**config.mk**
```make
export PLATFORM = sky130hd
export DESIGN_NAME = vscale_mem_arbiter
export DESIGN_NICKNAME = d
export VERILOG_FILES = /design/src/rtl/vscale_mem_arbiter_pkg.sv /design/src/rtl/vscale_mem_align_check.sv /design/src/rtl/vscale_mem_arbiter.sv
export SDC_FILE = /design/constraint.sdc
export NUM_CORES = 1
export LEC_CHECK = 0
export CAP_MARGIN = 20
export CORE_AREA = 2 2 108 110
export CTS_BUF_LIST = sky130_fd_sc_hd__clkbuf_16
export CTS_CLUSTER_DIAMETER = 80
export DETAILED_ROUTE_END_ITERATION = 10
export DIE_AREA = 0 0 110 112
export PLACE_DENSITY = 0.72
export SLEW_MARGIN = 0
export SYNTH_ARGS = -nofsm -noshare
export SYNTH_HDL_FRONTEND = slang
export SYNTH_SLANG_ARGS = --single-unit
```
**constraint.sdc**
```tcl
create_clock -name clk -period 3.4 [get_ports clk]
set_input_delay 0.85 -clock clk [delete_from_list [all_inputs] [get_ports clk]]
set_output_delay 0.85 -clock clk [all_outputs]
set_load 0.02 [all_outputs]
```
**src/rtl/vscale_mem_arbiter_pkg.sv**
```systemverilog
// vscale_mem_arbiter_pkg: arbiter FSM state encodings and RV32 memory size codes
package vscale_mem_arbiter_pkg;

    typedef enum logic [1:0] {
        ARB_IDLE   = 2'd0,
        ARB_WAIT_I = 2'd1,
        ARB_WAIT_D = 2'd2
    } arb_state_e;

    localparam logic [2:0] MEM_SIZE_B  = 3'd0;
    localparam logic [2:0] MEM_SIZE_H  = 3'd1;
    localparam logic [2:0] MEM_SIZE_W  = 3'd2;
    localparam logic [2:0] MEM_SIZE_BU = 3'd4;
    localparam logic [2:0] MEM_SIZE_HU = 3'd5;

endpackage

```
**src/rtl/vscale_mem_align_check.sv**
```systemverilog
// vscale_mem_align_check: flags size/address combinations that are misaligned (reusable in the LSU)
module vscale_mem_align_check
    import vscale_mem_arbiter_pkg::*;
(
    input  logic [2:0] size_i,
    input  logic [1:0] addr_lo_i,
    output logic       misaligned_o
);

    // halfwords need an even address, words need a 4-byte aligned address
    always_comb begin
        misaligned_o = ((size_i == MEM_SIZE_H || size_i == MEM_SIZE_HU) && addr_lo_i[0]) ||
                       (size_i == MEM_SIZE_W && addr_lo_i != 2'b00);
    end

endmodule

```
**src/rtl/vscale_mem_arbiter.sv**
```systemverilog
// vscale_mem_arbiter: shares one memory bus between fetch and data ports; optional VSCALE_MEM_ARB_PERF_EN adds stall counters
module vscale_mem_arbiter
    import vscale_mem_arbiter_pkg::*;
#(
    parameter int ADDR_WIDTH   = 32,
    parameter int DATA_WIDTH   = 32,
    parameter int STARVE_LIMIT = 4,
    parameter int CNT_WIDTH    = 3
) (
    input  logic                  clk,
    input  logic                  reset,
    input  logic                  imem_en,
    input  logic [ADDR_WIDTH-1:0] imem_addr,
    output logic [DATA_WIDTH-1:0] imem_rdata,
    output logic                  imem_wait,
    output logic                  imem_badmem_e,
    input  logic                  dmem_en,
    input  logic                  dmem_wen,
    input  logic [2:0]            dmem_size,
    input  logic [ADDR_WIDTH-1:0] dmem_addr,
    input  logic [DATA_WIDTH-1:0] dmem_wdata,
    output logic [DATA_WIDTH-1:0] dmem_rdata,
    output logic                  dmem_wait,
    output logic                  dmem_badmem_e,
    output logic                  mem_req_valid,
    input  logic                  mem_req_ready,
    output logic                  mem_req_wen,
    output logic [2:0]            mem_req_size,
    output logic [ADDR_WIDTH-1:0] mem_req_addr,
    output logic [DATA_WIDTH-1:0] mem_req_wdata,
    input  logic                  mem_resp_valid,
    input  logic [DATA_WIDTH-1:0] mem_resp_rdata,
    input  logic                  mem_resp_err
`ifdef VSCALE_MEM_ARB_PERF_EN
    ,
    output logic [31:0]           perf_imem_stall,
    output logic [31:0]           perf_dmem_stall
`endif
);

    arb_state_e            state_q, state_d;
    logic [CNT_WIDTH-1:0]  starve_cnt_q, starve_cnt_d;
    logic                  stale_q, stale_d;
    logic [ADDR_WIDTH-1:0] iss_addr_q, iss_addr_d;
    logic                  misaligned, aligned, live, grant_d, grant_i, accept;
    logic                  stale_now, imem_done, dmem_done;

    vscale_mem_align_check u_align (
        .size_i       (dmem_size),
        .addr_lo_i    (dmem_addr[1:0]),
        .misaligned_o (misaligned)
    );

    // state, starvation counter, stale flag and issued fetch address
    always_ff @(posedge clk) begin
        if (reset) begin
            state_q      <= ARB_IDLE;
            starve_cnt_q <= '0;
            stale_q      <= 1'b0;
            iss_addr_q   <= '0;
        end else begin
            state_q      <= state_d;
            starve_cnt_q <= starve_cnt_d;
            stale_q      <= stale_d;
            iss_addr_q   <= iss_addr_d;
        end
    end

    // grant, bus request, completion, port handshakes and next state
    always_comb begin
        live          = !reset;
        aligned       = !misaligned;
        grant_d       = dmem_en && aligned && starve_cnt_q < CNT_WIDTH'(STARVE_LIMIT);
        grant_i       = !grant_d && imem_en;
        mem_req_valid = live && state_q == ARB_IDLE && (grant_d || grant_i);
        mem_req_wen   = grant_d && dmem_wen;
        mem_req_size  = grant_d ? dmem_size : MEM_SIZE_W;
        mem_req_addr  = grant_d ? dmem_addr : imem_addr;
        mem_req_wdata = grant_d ? dmem_wdata : '0;
        accept        = mem_req_valid && mem_req_ready;
        stale_now     = stale_q || !imem_en || imem_addr != iss_addr_q;
        imem_done     = live && state_q == ARB_WAIT_I && mem_resp_valid && !stale_now;
        dmem_done     = live && state_q == ARB_WAIT_D && mem_resp_valid;
        imem_wait     = live && imem_en && !imem_done;
        dmem_wait     = live && dmem_en && aligned && !dmem_done;
        imem_badmem_e = imem_done && mem_resp_err;
        dmem_badmem_e = (live && dmem_en && misaligned) || (dmem_done && mem_resp_err);
        imem_rdata    = imem_done ? mem_resp_rdata : '0;
        dmem_rdata    = dmem_done ? mem_resp_rdata : '0;
        state_d       = state_q == ARB_IDLE ? (accept ? (grant_d ? ARB_WAIT_D : ARB_WAIT_I) : ARB_IDLE)
                                            : (mem_resp_valid ? ARB_IDLE : state_q);
        stale_d       = state_q == ARB_WAIT_I && !mem_resp_valid && stale_now;
        iss_addr_d    = accept && grant_i ? imem_addr : iss_addr_q;
        starve_cnt_d  = (!imem_en || (accept && grant_i)) ? '0
                      : accept ? starve_cnt_q + 1'b1 : starve_cnt_q;
    end

`ifdef VSCALE_MEM_ARB_PERF_EN
    logic [31:0] perf_imem_q, perf_dmem_q;

    // free-running stall-cycle counters, wrapping at 2^32
    always_ff @(posedge clk) begin
        if (reset) begin
            perf_imem_q <= '0;
            perf_dmem_q <= '0;
        end else begin
            perf_imem_q <= perf_imem_q + 32'(imem_wait);
            perf_dmem_q <= perf_dmem_q + 32'(dmem_wait);
        end
    end

    assign perf_imem_stall = perf_imem_q;
    assign perf_dmem_stall = perf_dmem_q;
`endif

endmodule

```
# After elaboration in Yosys (flattened, before gate mapping)
# Cells that the tools add are included.
[op_classes]
reduce_logical = 44
order_cmp = 1
eq_ne = 6
muxes = 9
add_sub_neg = 1
[ops]
columns = ["op", "count"]
rows = [
  ["$mux W32", 4],
  ["$ne A32 B32 Y1", 1],
  ["$logic_and A1 B1 Y1", 25],
  ["$logic_not A1 Y1", 8],
  ["$mux W2", 4],
  ["$logic_or A1 B1 Y1", 7],
  ["$reduce_bool A2 Y1", 2],
  ["$add A3 B1 Y3 const B", 1],
  ["$eq A3 B1 Y1 const B", 1],
  ["$eq A3 B2 Y1 const B", 1],
  ["$eq A3 B3 Y1 const B", 1],
  ["$lt A3 B3 Y1 const B", 1],
  ["$mux W3", 1],
  ["$eq A2 B1 Y1 const B", 1],
  ["$eq A2 B2 Y1 const B", 1],
  ["$logic_not A2 Y1", 1],
  ["$reduce_or A2 Y1", 1],
]
[totals]
out_inout_bits = 137
input_bits = 139
wordCells = 65
reg_bits = 38

# Logic depth before layout (Yosys ltp)
# Gate-level depths: netlist of run 1.
[logic_depth]
ltp_word = 15
ltp_mapped = 7
mapped_depth_nobuf = 5

# Modules after synthesis
# From an unflattened synthesis of run 1, not the netlist that was laid out.
[hier_totals]
cells_unflattened = 382
area_unflattened_um2 = 2859.0
[by_module_without_submodules]
columns = ["module", "area_each_um2", "instances", "seq_area_each_um2", "cells_per_inst"]
rows = [
  ["vscale_mem_arbiter", 2835.2, 1, 760.7, 378],
  ["vscale_mem_align_check", 23.8, 1, 0.0, 4],
]

# Least setup slack after synthesis of run 1
# No wires, ideal clock.
[synth_path]
path_type = "in2out"
startpoint = "input port imem_addr[4]"
endpoint = "output port imem_rdata[22]"
required_time_ps = 2550
path_stages = 6
slack_ps = 199
arrival_time_ps = 2351
path_buffers = 1
path_cell_list = "xnor2_1 -> o2111ai_1 -> or4_4 -> nor4_4 -> clkbuf_2 -> and2_1"
[synth_via]
elab_chain_cells = 5
[synth_rtl]
columns = ["element", "line", "rtl"]
rows = [
  ["start: declaration", "vscale_mem_arbiter.sv:13", "input logic [ADDR_WIDTH-1:0] imem_addr,"],
  ["$ne A32 B32 Y1", "vscale_mem_arbiter.sv:81", "stale_now = stale_q || !imem_en || imem_addr != iss_addr_q;"],
  ["$logic_or A1 B1 Y1", "vscale_mem_arbiter.sv:81", ""],
  ["$logic_not A1 Y1", "vscale_mem_arbiter.sv:82", "imem_done = live && state_q == ARB_WAIT_I && mem_resp_valid && !stale_now;"],
  ["$logic_and A1 B1 Y1", "vscale_mem_arbiter.sv:82", ""],
  ["$mux W32", "vscale_mem_arbiter.sv:88", "imem_rdata = imem_done ? mem_resp_rdata : '0;"],
  ["end: declaration", "vscale_mem_arbiter.sv:14", "output logic [DATA_WIDTH-1:0] imem_rdata,"],
]
# Every way passes these cells.

# Final worst setup path of run 1
[layout_path]
startpoint = "input port reset"
endpoint = "output port imem_rdata[25]"
[layout_via]
elab_chain_cells = 5
[layout_rtl]
columns = ["element", "line", "rtl"]
rows = [
  ["start: declaration", "vscale_mem_arbiter.sv:11", "input logic reset,"],
  ["$logic_not A1 Y1", "vscale_mem_arbiter.sv:71", "live = !reset;"],
  ["$logic_and A1 B1 Y1 (3 in series)", "vscale_mem_arbiter.sv:82", ""],
  ["$mux W32", "vscale_mem_arbiter.sv:88", ""],
]
# Every way passes these cells.

==> results by group, run 1 <==
Placement
  • Port Buf Inserts: 275
  • Placer Congestion: 0.769
  • Pre-CTS setup slack: -0.934 ns
  • Post-DP HPWL: 9.63 mm

Layout
  • Most frequent cells in the layout: 100 x clkdlybuf4s50_1, 72 x dlygate4sd2_1, 68 x and2_1, 42 x buf_6, 39 x buf_4
  • Filler cells: 1033
  • Fraction of layout cells with a size suffix above 1: 36.6%
  • Number of diodes: 0
  • Reg area: 761 sq um
  • Most common cell after layout, fill and taps aside: clkdlybuf4s50_1
  • Final Util: 57.9%
  • Area of the multi-input gates: 2230 sq um
  • Post-layout nets: 802
  • Area Overhead vs Synth: 122%

Synth
  • Top FF cell, synth: dfxtp_1
  • Gate Count Post-Synth: 344
  • Synth cell types: 38
  • Syn_nets: 484
  • Post-synth EDFFs: 0
  • Synth area leaders: dfxtp_1 26%, and2_1 17%, mux2_2 12%
  • Synthesis warning total: 0
  • Post-synthesis sequential area ratio: 26.1%
  • Mean post-synth cell area: 8.49 sq um
  • Area fraction of the dominant cell type after synthesis: 26.1%
  • Post-synthesis register bit count: 38
  • Asr flop ratio synth: 0%
  • Cell taking the most area after synthesis: dfxtp_1
  • Mapped cell area: 2920 sq um

Worst setup path
  • Req. time, crit path: 2.55 ns
  • Crit end category: output pin
  • Crit-path max FO: 8
  • Worst Setup Start Kind: input port
  • CP Class: input port to output pin
  • Crit path DAT: 2.65 ns

STA
  • Final setup viols: 18
  • Slew headroom: 76.7%
  • Slew @ Worst Pin: 0.349 ns
  • Final Max Slew Viols: 0
  • Fin crit period: 3.50 ns
  • Fmax: 286 MHz
  • Period utilisation layout: 103%
  • Hold Fails Final Rpt: 0
  • Final Skew: 0.00476 ns
  • RSZ-0062 raised after global routing: yes
  • Setup ws final: -0.102 ns

GRT
  • First-pass GRT wire length: 19.2 mm
  • Global Route Usage Sum: 19.8%
  • Largest net degree at the start of global routing: 35
  • GRT overflow: 0
  • Initial antenna violation count: 0
  • Vias in the first global route: 3646

Status
  • Outcome: finished with violations
  • Failing checks: negative setup slack

Route
  • Residual DRC: 0
  • Iter 0 DRT Violations: 125
  • Total number of vias: 3581
  • Routed WL: 12.5 mm
  • Wire length per cell: 15.5 microns
  • DRT Pass-1 Iters: 4
  • DRT antenna net count: 0
  • Via density: 4.45

Power
  • Pwr Density: 228 nW/um^2
  • Leakage: 3.11 nW
  • Maximum vdd drop: 0.000163 V

Floorplan
  • Die height: 112 microns
  • FP Rows: 39
  • Die area: 12300 sq um
  • Starting Density: 26.1%
  • Io pins: 276
  • Die W: 110 microns
  • Core box area: 11200 sq um

Clock network
  • Clk sinks: 38
  • CTS H-tree depth: 2
  • Total CTS buffers: 5
  • CTS tree: yes
  • Clock Latency Late Sink: 0.28 ns
  • Longest Clk Path Bufs: 2
  • # hold bufs at CTS: 0
  • Clock Tree Root: clkbuf_16
  • Clk slew on worst S/H paths: 0.05 ns

Hold path
  • Hold WC Path Type: register to register

Job
  • Maxcap violations: 0
==> flip-flops by register name (all words and copies together) (netlist names) <==
register	flops
stale_q	1
iss_addr_q	32
starve_cnt_q	3
state_q	2
==> per-layer routing <==
metal / share of wire (%) / up-vias / wire length [microns] / GRT usage (%)
met5: 0 / - / 0 / 0
met4: 1.7 / 0 / 216 / 5.40
met3: 8.2 / 14 / 1030 / 3.98
met2: 52 / 149 / 6500 / 35.8
met1: 38 / 1637 / 4750 / 23.3
li1: - / 1781 / - / -
==> report_power, final <==
part	switching, mW	internal [mW]
clock	0.173	0.265
sequential	0.00889	0.457
combinational	0.253	0.318
total	0.435	1.04
==> area by class of cell <==
cell class,instances,area share (%)
Multi-Input combinational cell,277,34.5
Clock buffer,5,1.93
Timing Repair Buffer,332,48.4
Tap cell,143,2.77
Inverter,8,0.464
Clock inverter,2,0.155
Sequential cell,38,11.8
==> stage by stage <==
step           cells  cell area [sq um]  power (mW)  setup TNS [ns]  hold slack, ns
2_1_floorplan    344               2920       0.699               0           0.431
3_3_place_gp     775               6070        1.06          -56.80           0.437
3_5_place_dp     775               6070        1.06          -59.41           0.446
4_1_cts          808               6620        1.50           -3.68           0.453
5_1_grt          805               6470        1.54           -3.59           0.476
6_report         805               6470        1.47           -1.22           0.451
==> logic make-up after synthesis <==
kind of cell	after synthesis	synth area share (%)
AND/OR/NAND/NOR	171	34.2
multiplexers	62	22.5
flip-flops	38	26.1
buffers and inverters	29	4.41
XOR/XNOR	27	8.10
AO/OA/AOI/OAI	16	4.20
adder cells (fa/ha/maj)	1	0.429
==> worst max-delay path: stages <==
cell and delay (ns):
clkdlybuf4s50_1 0.42, nor2_1 0.14, and3_4 0.21, nand3_4 0.08, nor4_4 0.20, buf_4 0.17
buf_6 0.11, buf_12 0.10, buf_16 0.11, and2_4 0.13, buf_6 0.11
==> synthesized netlist by cell type (3+ instances only) <==
library cell / n
mux2_2: 30
inv_1: 8
clkbuf_2: 3
clkbuf_1: 11
a21oi_1: 4
mux2i_1: 32
and2_2: 21
nor4_1: 5
dfxtp_1: 38
nand3_1: 4
nor2_1: 37
buf_4: 3
buf_2: 4
xnor2_1: 7
and2_1: 80
nand2_1: 10
xor2_1: 20
==> what timing repair did <==
action | in CTS | in global routing
hold endpoints to repair | 0 | 0
endpoints found under the setup margin | 137 | 66
pin swaps | 47 | 15
resized for setup | 498 | 75
gates cloned | 8 | 0
buffers inserted | 18 | 1
==> worst paths after layout <==
| kind | depth (start not counted) | startpoint | to | slack, ns |
|---|---|---|---|---|
| hold reg to reg | 2 | starve_cnt_q[2] | starve_cnt_q[2] | 0.45 |
| hold / removal | 2 | starve_cnt_q[2] | starve_cnt_q[2] | 0.45 |
| setup / recovery | 11 | reset | imem_rdata[25] | -0.10 |
| setup reg to reg | 5 | iss_addr_q[4] | stale_q | 1.31 |
No activity file was read; power rests on OpenSTA's default activity.
==> run 2, diff against run 1 <==
REMOVE_ABC_BUFFERS = 1   (was default)
clock period = 4.4 ns   (was 3.4 ns; I/O delays follow)
==> run 2 against run 1 <==
Against the previous run:
- the run now ends clean
- non-clock buffer count down 29
- global-route usage down 2.8 points
- sequential power down 23%
- combinational power decreased by 23%
- first-iteration DRC count decreased by 26%
- design area down 6.1%
- routed wire length is 8.3% lower
- sequential cell count stayed put
- largest power group is now the clock network
==> results by group, run 2 (synthesized netlist as in run 1, its figures left out) <==
GRT
  • Vias in the first global route: 3421 (-6.2%)
  • Met3 usage: 4.16% (+0.18 points)
  • Global-route layer with the greatest usage: met2
  • Met1 usage: 18.3% (-5.0 points)
  • GRT overflow: 0 (unchanged)
  • Global Route Usage Sum: 17.1% (-2.8 points)
  • GR Util met2: 32.2% (-3.6 points)
  • Initial antenna violation count: 0 (unchanged)
  • Largest net degree at the start of global routing: 74 (+110%)
  • First-pass GRT wire length: 16.9 mm (-12%)

Placement
  • Port Buf Inserts: 275 (unchanged)
  • Pre-CTS setup slack: -0.465 ns (+0.469 ns)
  • Placer Congestion: 0.803 (+4.5%)
  • Post-DP HPWL: 9.33 mm (-3.1%)

Power
  • Register share of total power: 28.3% (-3.3 points)
  • Switch share: 25.7% (-3.8 points)
  • Final total power: 1.27 mW (-14%)
  • P_sw: 0.325 mW (-25%)
  • Maximum vdd drop: 0.000171 V (+4.9%)
  • Comb pwr share: 34.7% (-4.0 points)
  • Leakage: 2.47 nW (-21%)
  • Pint: 0.940 mW (-9.5%)
  • Pwr Density: 208 nW/um^2 (-8.5%)
  • Clk pwr share: 36.9% (+7.2 points)

Worst setup path
  • Crit end category: output pin
  • Crit-path max FO: 73 (+65)
  • Reg2reg start: iss_addr_q[31]
  • CP top delay family: buffers and inverters
  • Worst Setup Start Kind: input port
  • CP bufs+invs: 3 (-3)
  • R2r setup slk: 2.46 ns (+1.15 ns)
  • Slowest cell on crit path: clkdlybuf4s50_1
  • Req. time, crit path: 3.30 ns (+0.75 ns)
  • Worst reg2reg path depth: 5 (unchanged)
  • Max stage delay on crit path: 0.62 ns (+0.20 ns)
  • CP Class: input port to output pin
  • Critical R2R Capture: stale_q
  • Cell breakdown of the critical path: clkdlybuf4s50_1, nor2_1, o32ai_2, nor2_4, buf_12, mux2_2, clkdlybuf4s50_1
  • CP dominant cell by count: clkdlybuf4s50_1
  • Crit path launch: dmem_addr[0]
  • Crit path DAT: 3.19 ns (+0.54 ns)

Job
  • Maxcap violations: 0 (unchanged)

Clock network
  • # hold bufs at CTS: 0 (unchanged)
  • Clk slew on worst S/H paths: 0.05 ns (about the same)
  • Total CTS buffers: 5 (unchanged)
  • Clk sinks: 38 (unchanged)
  • Clock Tree Root: clkbuf_16
  • Longest Clk Path Bufs: 2 (unchanged)
  • Clock Latency Late Sink: 0.28 ns (about the same)
  • CTS tree: yes
  • CTS H-tree depth: 2 (unchanged)

STA
  • Period utilisation layout: 97.4%
  • Slew @ Worst Pin: 0.341 ns (-0.00823 ns)
  • Slew headroom: 77.3% (+0.55 points)
  • Fin crit period: 4.29 ns
  • Fmax: 233 MHz
  • Final Max Slew Viols: 0 (unchanged)
  • Setup ws final: 0.112 ns (+0.214 ns)
  • Hold Fails Final Rpt: 0 (unchanged)
  • Final setup viols: 0 (-18)
  • Final Skew: 0.00717 ns (+0.00241 ns)

Hold path
  • WHS Path Cells: 2 (unchanged)
  • Hold Path Sink: starve_cnt_q[2]
  • Min-delay src: starve_cnt_q[2]
  • Hold WC Path Type: register to register

Status
  • Outcome: finished, final reports clean

Layout
  • Area Overhead vs Synth: 108%
  • Post-layout nets: 773 (-3.6%)
  • Max reg flops: 32 (unchanged)
  • Largest registers: iss_addr_q (32), starve_cnt_q (3), state_q (2)
  • Most common cell after layout, fill and taps aside: clkdlybuf4s50_1
  • Biggest register: iss_addr_q
  • Fraction of layout cells with a size suffix above 1: 20.7% (-16 points)
  • Most frequent cells in the layout: 240 x clkdlybuf4s50_1, 80 x and2_1, 38 x dfxtp_1, 36 x nor2_1, 33 x buf_2
  • Final Util: 54.3% (-3.5 points)
  • Number of diodes: 0 (unchanged)

Route
  • Routed WL: 11.5 mm (-8.3%)
  • Wire length per cell: 14.7 microns (-5.0%)
  • Total number of vias: 3466 (-3.2%)
  • DRT antenna net count: 0 (unchanged)
  • Residual DRC: 0 (unchanged)
  • Via density: 4.46 (+0.28%)
  • Iter 0 DRT Violations: 93 (-26%)
  • DRT Pass-1 Iters: 4 (unchanged)

Floorplan
  • FP Rows: 39 (unchanged)
  • Die height: 112 microns (unchanged)
  • Starting Density: 26.1% (unchanged)
  • Die W: 110 microns (unchanged)
  • Die area: 12300 sq um (unchanged)
  • Io pins: 276 (unchanged)
  • Core box area: 11200 sq um (unchanged)
[run 2: layout make-up]
type | count | area, sq um
Tap cell | 143 | 179
Clock buffer | 5 | 125
Multi-Input combinational cell | 277 | 2060
Sequential cell | 38 | 761
Clock inverter | 3 | 68.8
Fill cell | 1055 | 5100
Inverter | 8 | 30.0
Timing Repair Buffer | 303 | 2850
[run 2: routing by layer]
metal,vias up,wire (microns)
li1,1719,-
met1,1563,4220
met2,165,5960
met3,19,1070
met4,0,204
met5,-,0
[run 2: power by group through the flow]
stage                     Sequential, mW  Combinational (mW)  Clock [mW]
after floorplan                    0.365               0.169           0
after global placement             0.366               0.436           0
after detailed placement           0.366               0.441           0
after CTS                          0.359               0.443       0.479
after global routing               0.360               0.470       0.487
final                              0.359               0.439       0.468
[run 2: worst max path at each step]
stage,end,cells past startpoint
CTS,imem_rdata[1],8
global route,imem_rdata[1],9
global placement,imem_rdata[6],8
finish,mem_req_addr[18],7
floorplan,mem_req_addr[31],4
detailed placement,imem_rdata[27],8
[run 2: timing repair]
action                                  4_1_cts  5_1_grt
setup buffers                                 0        2
resized for setup                           100       39
endpoints found under the setup margin       34       34
cloned                                        0        1
pin swaps                                     0        4
[run 2: through the flow]
step	cell area, sq um	cells	TNS, ns	hold WS (ns)
detailed placement	5990	766	-15.24	0.450
CTS	6220	774	-0.0239	0.465
global route	6070	777	-0.104	0.484
finish	6070	777	0	0.466
floorplan	2820	323	-48.95	0.431
global placement	5990	766	-14.50	0.442
[run 2: worst min-delay path: cells and delay by family, from the launching register on]
kind,cells,cell delay [ns]
simple gates,1,0.06
flops,1,0.31
compound gates,1,0.06
